[src/rtl/freq_meter_pkg.sv]
// Shared types and helpers for the frequency/period meter.
package freq_meter_pkg;

    typedef enum logic [1:0] {
        ARM,
        MEASURE,
        TIMEOUT
    } per_state_t;

    localparam int unsigned SYNC_STAGES = 2;

    // Increment v, holding at the all-ones value of a width-bit field.
    function automatic logic [63:0] sat_inc(input logic [63:0] v, input int unsigned width);
        logic [63:0] max_v;
        max_v = (width >= 64) ? '1 : ((64'd1 << width) - 64'd1);
        return (v >= max_v) ? max_v : v + 64'd1;
    endfunction

endpackage

[src/rtl/edge_sync.sv]
// Two-flop synchronizer for an async pin followed by a rising-edge detector.
module edge_sync
    import freq_meter_pkg::*;
(
    input  logic clk_50mhz,
    input  logic rst_50mhz,
    input  logic sig_in,
    output logic rise
);

    logic [SYNC_STAGES-1:0] sync_q;
    logic                   dly_q;

    always_ff @(posedge clk_50mhz) begin
        if (rst_50mhz) begin
            sync_q <= '0;
            dly_q  <= 1'b0;
        end else begin
            sync_q <= {sync_q[SYNC_STAGES-2:0], sig_in};
            dly_q  <= sync_q[SYNC_STAGES-1];
        end
    end

    assign rise = sync_q[SYNC_STAGES-1] & ~dly_q;

endmodule

[src/rtl/freq_meter.sv]
// Frequency (edges per gate window) and period (cycles between rises) meter
// with loss-of-signal flag.
module freq_meter
    import freq_meter_pkg::*;
#(
    parameter int unsigned GATE_CYCLES = 50000000,
    parameter int unsigned GATE_W      = 26,
    parameter int unsigned FREQ_W      = 26,
    parameter int unsigned PER_W       = 32
) (
    input  logic              clk_50mhz,
    input  logic              rst_50mhz,
    input  logic              sig_in,
    output logic [FREQ_W-1:0] freq_hz,
    output logic              freq_valid,
    output logic [PER_W-1:0]  period_cycles,
    output logic              period_valid,
    output logic              no_signal
);

    localparam logic [GATE_W-1:0] GATE_LAST = GATE_W'(GATE_CYCLES - 1);
    localparam logic [PER_W-1:0]  PER_MAX   = '1;
    localparam logic [PER_W-1:0]  PER_ONE   = PER_W'(1);

    logic              rise;
    logic [GATE_W-1:0] gate_cnt;
    logic [FREQ_W-1:0] edge_cnt;
    logic [FREQ_W-1:0] edge_inc;
    logic              gate_last;

    per_state_t        state_q, state_d;
    logic [PER_W-1:0]  per_cnt_q, per_cnt_d;
    logic [PER_W-1:0]  period_d;
    logic              period_valid_d;
    logic              no_signal_d;

    edge_sync u_edge_sync (
        .clk_50mhz (clk_50mhz),
        .rst_50mhz (rst_50mhz),
        .sig_in    (sig_in),
        .rise      (rise)
    );

    assign gate_last = (gate_cnt == GATE_LAST);
    assign edge_inc  = FREQ_W'(sat_inc(64'(edge_cnt), FREQ_W));

    // A rise on the terminal cycle is folded into the closing window.
    always_ff @(posedge clk_50mhz) begin
        if (rst_50mhz) begin
            gate_cnt   <= '0;
            edge_cnt   <= '0;
            freq_hz    <= '0;
            freq_valid <= 1'b0;
        end else begin
            freq_valid <= gate_last;
            if (gate_last) begin
                gate_cnt <= '0;
                edge_cnt <= '0;
                freq_hz  <= rise ? edge_inc : edge_cnt;
            end else begin
                gate_cnt <= gate_cnt + 1'b1;
                if (rise) begin
                    edge_cnt <= edge_inc;
                end
            end
        end
    end

    always_comb begin
        state_d        = state_q;
        per_cnt_d      = per_cnt_q;
        period_d       = period_cycles;
        period_valid_d = 1'b0;
        no_signal_d    = no_signal;
        case (state_q)
            ARM: begin
                if (rise) begin
                    per_cnt_d = PER_ONE;
                    state_d   = MEASURE;
                end
            end
            MEASURE: begin
                // Rise takes priority, so a rise at the limit still measures PER_MAX.
                if (rise) begin
                    period_d       = per_cnt_q;
                    period_valid_d = 1'b1;
                    per_cnt_d      = PER_ONE;
                    no_signal_d    = 1'b0;
                end else if (per_cnt_q == PER_MAX) begin
                    no_signal_d = 1'b1;
                    state_d     = TIMEOUT;
                end else begin
                    per_cnt_d = per_cnt_q + 1'b1;
                end
            end
            TIMEOUT: begin
                if (rise) begin
                    per_cnt_d = PER_ONE;
                    state_d   = MEASURE;
                end
            end
            default: state_d = ARM;
        endcase
    end

    always_ff @(posedge clk_50mhz) begin
        if (rst_50mhz) begin
            state_q       <= ARM;
            per_cnt_q     <= '0;
            period_cycles <= '0;
            period_valid  <= 1'b0;
            no_signal     <= 1'b0;
        end else begin
            state_q       <= state_d;
            per_cnt_q     <= per_cnt_d;
            period_cycles <= period_d;
            period_valid  <= period_valid_d;
            no_signal     <= no_signal_d;
        end
    end

endmodule

[config.mk]
export PLATFORM = sky130hd
export DESIGN_NAME = freq_meter
export DESIGN_NICKNAME = d
export VERILOG_FILES = /design/src/rtl/freq_meter_pkg.sv /design/src/rtl/edge_sync.sv /design/src/rtl/freq_meter.sv
export SDC_FILE = /design/constraint.sdc
export NUM_CORES = 1
export LEC_CHECK = 0
export CAP_MARGIN = 10
export CORE_ASPECT_RATIO = 1.75
export CORE_MARGIN = 5
export CORE_UTILIZATION = 51
export CTS_CLUSTER_SIZE = 12
export DETAILED_ROUTE_END_ITERATION = 8
export PLACE_DENSITY = 0.76
export SYNTH_ARGS = -nofsm -noshare
export SYNTH_HDL_FRONTEND = slang
export SYNTH_SLANG_ARGS = --single-unit
[constraint.sdc]
create_clock -name clk_50mhz -period 2.4 [get_ports clk_50mhz]
set_clock_uncertainty 0.2 [all_clocks]
set_input_delay 0.36 -clock clk_50mhz [delete_from_list [all_inputs] [get_ports clk_50mhz]]
set_output_delay 0.36 -clock clk_50mhz [all_outputs]
set_load 0.01 [all_outputs]
Yosys cells after proc, flatten, opt, wreduce, memory -nomap -nowiden:

Cells that the tools add are included.

* register bits: 150
* input port bits: 3
* output and inout port bits: 61
* logic and storage cells: 49

* add/subtract/negate cells: 3
* $lt $le $gt $ge: 1
* equality and inequality tests: 8
* mux-type cells: 13
* bitwise logic cells: 3
* reductions and logical operators: 10

Operator list (count)
* two-way mux 32 bit: 3
* one-hot mux 32 bit (2 select lines): 1
* adder 26 x 1 -> 26 bit (second input constant): 2
* two-way mux 26 bit: 2
* adder 32 x 1 -> 32 bit (second input constant): 1
* == test 32 bit (second input constant): 1
* == test 26 bit (second input constant): 1
* >= comparator 26 bit (second input constant): 1
* two-way mux 2 bit: 3
* AND reduction 3 bit: 2
* OR reduction 2 bit: 3
* inequality test 2 bit (second input constant): 2
* one-hot mux 2 bit (2 select lines): 1
* AND reduction 2 bit: 2
* nonzero test 2 bit: 2
* two-way mux 1 bit: 3
* inequality test 3 bit (second input constant): 1
* == test 2 x 1 -> 1 bit (second input constant): 1
* == test 2 bit (second input constant): 1
* logical NOT 2 bit: 1
* inequality test 2 x 1 -> 1 bit (second input constant): 1
* inverter 1 bit: 2
* bitwise AND 1 bit: 1

Longest topological paths before layout:

* word-level depth: 4
* depth in mapped cells: 8
* mapped depth without buffers: 7

Modules after synthesis:

From an unflattened synthesis, not the netlist that was laid out.

* cells, all modules: 705
* area, all modules: 6413.7 um2

By module, submodules not included
* freq_meter: instances 1, cells each 698, area each 6326.1 um2, sequential area each 2942.8 um2
* edge_sync: instances 1, cells each 7, area each 87.6 um2, sequential area each 60.1 um2

Worst setup path before layout:

No wires, ideal clock.

* path kind: flip-flop to flip-flop
* from: reg per_cnt_q[0]
* to: reg per_cnt_q[22]
* library setup time: 127 ps
* arrival: 2197 ps
* required time: 2073 ps
* slack: -123 ps
* cell stages (with the launch flop): 8
* buffers on the path: 0
* clock period less this slack: 2523 ps
* cells stage by stage: dfxtp_1 > ha_1 > nand3_2 > or4_4 > or4_4 > and3_4 > a32oi_1 > a31oi_1

* longest elaborated chain between the ends: 4
* elaborated cells on any way between the ends: 7
* classes of those cells: 1 x add/sub; 2 x eq/ne; 3 x mux; 1 x reduce/logical

Ends and longest elaborated chain
* start, declared: line freq_meter.sv:32 `logic [PER_W-1:0] per_cnt_q, per_cnt_d;`
* start signal, assigned: line freq_meter.sv:115 `per_cnt_q <= per_cnt_d;`
* adder 32 x 1 -> 32 bit: line freq_meter.sv:93 `per_cnt_d = per_cnt_q + 1'b1;`
* two-way mux 32 bit: line freq_meter.sv:89 `end else if (per_cnt_q == PER_MAX) begin`
* two-way mux 32 bit: line freq_meter.sv:84 `if (rise) begin`
* one-hot mux 32 bit (2 select lines): line freq_meter.sv:75 `case (state_q)`

Parallel ways exist; a longest one is shown, timed or not. The select of a mux whose other input is x is not followed.
A chain may end at the register's enable or synchronous reset.

Worst setup path after layout:

* from: reg per_cnt_q[19]
* to: reg per_cnt_q[22]

The elaborated chain is that of the path after synthesis.

==> flow_summary_export.csv <==
group,metric,value,unit
logic_synthesis,synth-seq-area-share,48.4,%
clocking,cts.sinks,150,
pwr,powerDensity,694,nW/um^2
routing,vias,6011,
logic_synthesis,syn_nets,711,
sta,worst_pin_slew,0.605,ns
die,floorplan.initialDensity,51.7,%
pwr,power.internal,4.51,mW
worst_setup_path,worstPathRequired,2.50,ns
clocking,cts_made_buffers,17,
placed_design,hpwl,12300,um
pwr,p_comb_share,2.9,%
clocking,root_buffer,"clkbuf_16",
sta,fmaxAchievable,0.419,GHz
min_path,hold_class,"input pin to register",
pwr,seqPwrFrac,43.9,%
logic_synthesis,synthCells,705,
placed_design,dp_cells,964,
routing,drt_iter0_markers,358,
die,die_area,14600,sq um
die,core.rowCount,53,
routing,antenna_left,0,
die,fp.dieH,156,um
logic_synthesis,syn_avg_cell_area,8.81,sq um
global_route,grt_usage,25.2,%
routing,totalWireLength,17700,um
placed_design,io_buffers,63,
logic_synthesis,synthesis.area,6210,sq um
logic_synthesis,async_flop_share,0,%
sta,fin_crit,2.38,ns
pwr,power_switching_share,21.1,%
final_layout,final_nets,828,
worst_setup_path,crit_chain,"nand4_4, or4_4, or4_4, and3_4, a32oi_1, a31oi_1",
worst_setup_path,cp-start-kind,"register",
final_layout,final_common_cell,"dfxtp_1",
routing,detail_route.wl_per_cell,17.7,um
sta,period_share,99.4,%
worst_setup_path,critPathBufInv,0,
logic_synthesis,yosys_warnings,0,
pwr,finalPower,5.72,mW
placed_design,gp_congestion,1.01,
worst_setup_path,end_kind,"register",
final_layout,final_cells,1000,
final_layout,diodes,0,
outcome,outcome,"finished, final reports clean",
logic_synthesis,ys_ff_latch,150,
sta,finalHoldViolCount,0,
sta,setup-violations-final,0,
die,coreArea,12000,sq um
placed_design,placed_area,7470,sq um
worst_setup_path,crit_fanout,5,
sta,relSlewSlack,59.3,%
logic_synthesis,synth-edff-count,0,
clocking,cts_htree_levels,4,
clocking,clock_path_buffers,2,
clocking,cts_tree,"done",
global_route,grt.overflow.total,0,
worst_setup_path,cp_common_cell,"or4_4",
die,io_pins,64,
routing,drc,0,
die,die_x,93.4,um
job,cap_violations,0,
final_layout,fin_area,8240,sq um
worst_setup_path,slowest_delay,0.58,ns
clocking,insertion_delay,0.43,ns
logic_synthesis,ys.flop_type,"dfxtp_1",
pwr,ir_drop,0.503,mV
final_layout,layout-drive-gt1-share,15.8,%
global_route,grt_antenna_before_repair,0,
worst_setup_path,crit_arrival,2.49,ns
worst_setup_path,crit_slowest_cell,"or4_4",
clocking,clk_pin_slew,0.06,ns
pwr,clkPwrFrac,53.2,%
final_layout,syn2layout_area_growth,32.7,%
sta,rsz0062_at_grt,"true",
global_route,grt_max_degree,49,
logic_synthesis,synth_cell_type_count,56,
worst_setup_path,crit_family,"simple AND/OR/NAND/NOR gates",
final_layout,fin_util,68.7,%
global_route,first_global_vias,6077,
sta,slew_viol_final,0,
pwr,leakagePower,2.99,nW
routing,drt_pass1_iterations,7,
final_layout,final_cell_mix,"145 x dfxtp_1, 112 x nor2_1, 66 x buf_4, 62 x clkdlybuf4s50_1, 45 x nand2_1",
routing,drt-vias-per-instance,6.01,
worst_setup_path,crit_type,"register to register",
global_route,grt_pass1_wl,29200,um
pwr,p_switching,1.21,mW
==> final cells by class <==
type	instances	area, sq um
clock buffer	17	425
fill	904	3760
clock inverter	15	248
inverter	8	30.0
tap	165	206
timing repair buffer	133	1200
multi-input combinational	512	3120
sequential	150	3010
==> metal layers <==
| layer | global-route usage (%) | wire, um | part of all wire (%) |
|---|---|---|---|
| met1 | 25.5 | 6260 | 35 |
| met2 | 46.6 | 9680 | 55 |
| met3 | 5.31 | 1010 | 5.7 |
| met4 | 14.4 | 790 | 4.5 |
| met5 | 0 | 0 | 0 |
==> worst min-delay path, cell delays in order <==
cell	delay, ns
buf_2	0.12
nor2_1	0.09
a21oi_1	0.14
mux2i_1	0.08
==> cells by family after synthesis <==
kind of cell | Yosys count | synth area share, %
buffers and inverters | 43 | 2.72
DFF | 150 | 48.4
AOI/OAI and AO/OA | 150 | 17.0
xor gates and xnor gates | 39 | 5.50
and+or+nand+nor | 317 | 25.3
adders and majority gates | 3 | 0.605
muxes | 3 | 0.484
==> through the flow <==
step                hold WS, ns  setup slack (ns)   TNS, ns
floorplan                 0.213           0.00843         0
global placement          0.226            0.0396         0
detailed placement        0.228          -0.00592  -0.00592
CTS                       0.209           0.00726         0
global route              0.252           -0.0454    -0.297
finish                    0.221            0.0150         0
==> synthesized netlist by cell type (2+ instances only) <==
master | number | share of area (%)
dfxtp_1 | 150 | 48
nor2_1 | 112 | 6.8
nand2_1 | 45 | 2.7
nand3_1 | 39 | 3.1
a22o_1 | 32 | 4.5
a21oi_1 | 27 | 2.2
clkbuf_1 | 25 | 1.5
o21ai_0 | 25 | 2.0
and3_1 | 22 | 2.2
xor2_1 | 22 | 3.1
nand4_1 | 21 | 2.1
nor3_1 | 20 | 1.6
a211oi_1 | 19 | 2.3
xnor2_1 | 17 | 2.4
nor4_1 | 12 | 1.2
a31oi_1 | 8 | 0.81
inv_1 | 8 | 0.48
nor2b_1 | 8 | 0.81
or3_1 | 8 | 0.81
o22ai_1 | 7 | 0.71
buf_2 | 6 | 0.48
o31ai_1 | 6 | 0.73
a32o_1 | 4 | 0.64
and2_1 | 4 | 0.40
buf_1 | 4 | 0.24
nand2b_1 | 4 | 0.40
and4_1 | 3 | 0.42
ha_1 | 3 | 0.60
mux2i_1 | 3 | 0.48
nand3b_1 | 3 | 0.36
o21a_1 | 3 | 0.36
or2_2 | 3 | 0.30
a311oi_1 | 2 | 0.28
a41oi_1 | 2 | 0.28
nor3b_1 | 2 | 0.24
o22a_1 | 2 | 0.28
o311ai_0 | 2 | 0.28
o41ai_1 | 2 | 0.28
or4_1 | 2 | 0.24
or4_4 | 2 | 0.36
==> path summary, 6_finish.rpt <==
kind / from / to / slack [ns] / cells past startpoint
max: per_cnt_q[19] / per_cnt_q[22] / 0.02 / 6
min: rst_50mhz / per_cnt_q[29] / 0.22 / 4
max reg2reg: per_cnt_q[19] / per_cnt_q[22] / 0.02 / 6
min reg2reg: u_edge_sync.sync_q[0] / u_edge_sync.sync_q[1] / 0.24 / 1
==> flip-flops by register name (all words and copies together) (netlist names) <==
signal	count
per_cnt_q	32
period_cycles	32
edge_cnt	26
freq_hz	26
gate_cnt	26
state_q	2
u_edge_sync.sync_q	2
freq_valid	1
no_signal	1
period_valid	1
u_edge_sync.dly_q	1
==> repair_timing <==
action / CTS / global route
gates resized for setup: 2 / 16
endpoints found under the setup margin: 2 / 55
pin swaps: 1 / 2
hold buffers: 0 / 0
buffers inserted: 0 / 4
==> power by group through the flow <==
stage / clock network [mW] / registers, mW / logic (mW)
after floorplan: 0 / 2.56 / 0.0915
after global placement: 0 / 2.56 / 0.157
after detailed placement: 0 / 2.56 / 0.160
after CTS: 3.07 / 2.51 / 0.161
after global routing: 3.20 / 2.51 / 0.181
final: 3.05 / 2.51 / 0.166
No activity file was read; power rests on OpenSTA's default activity.
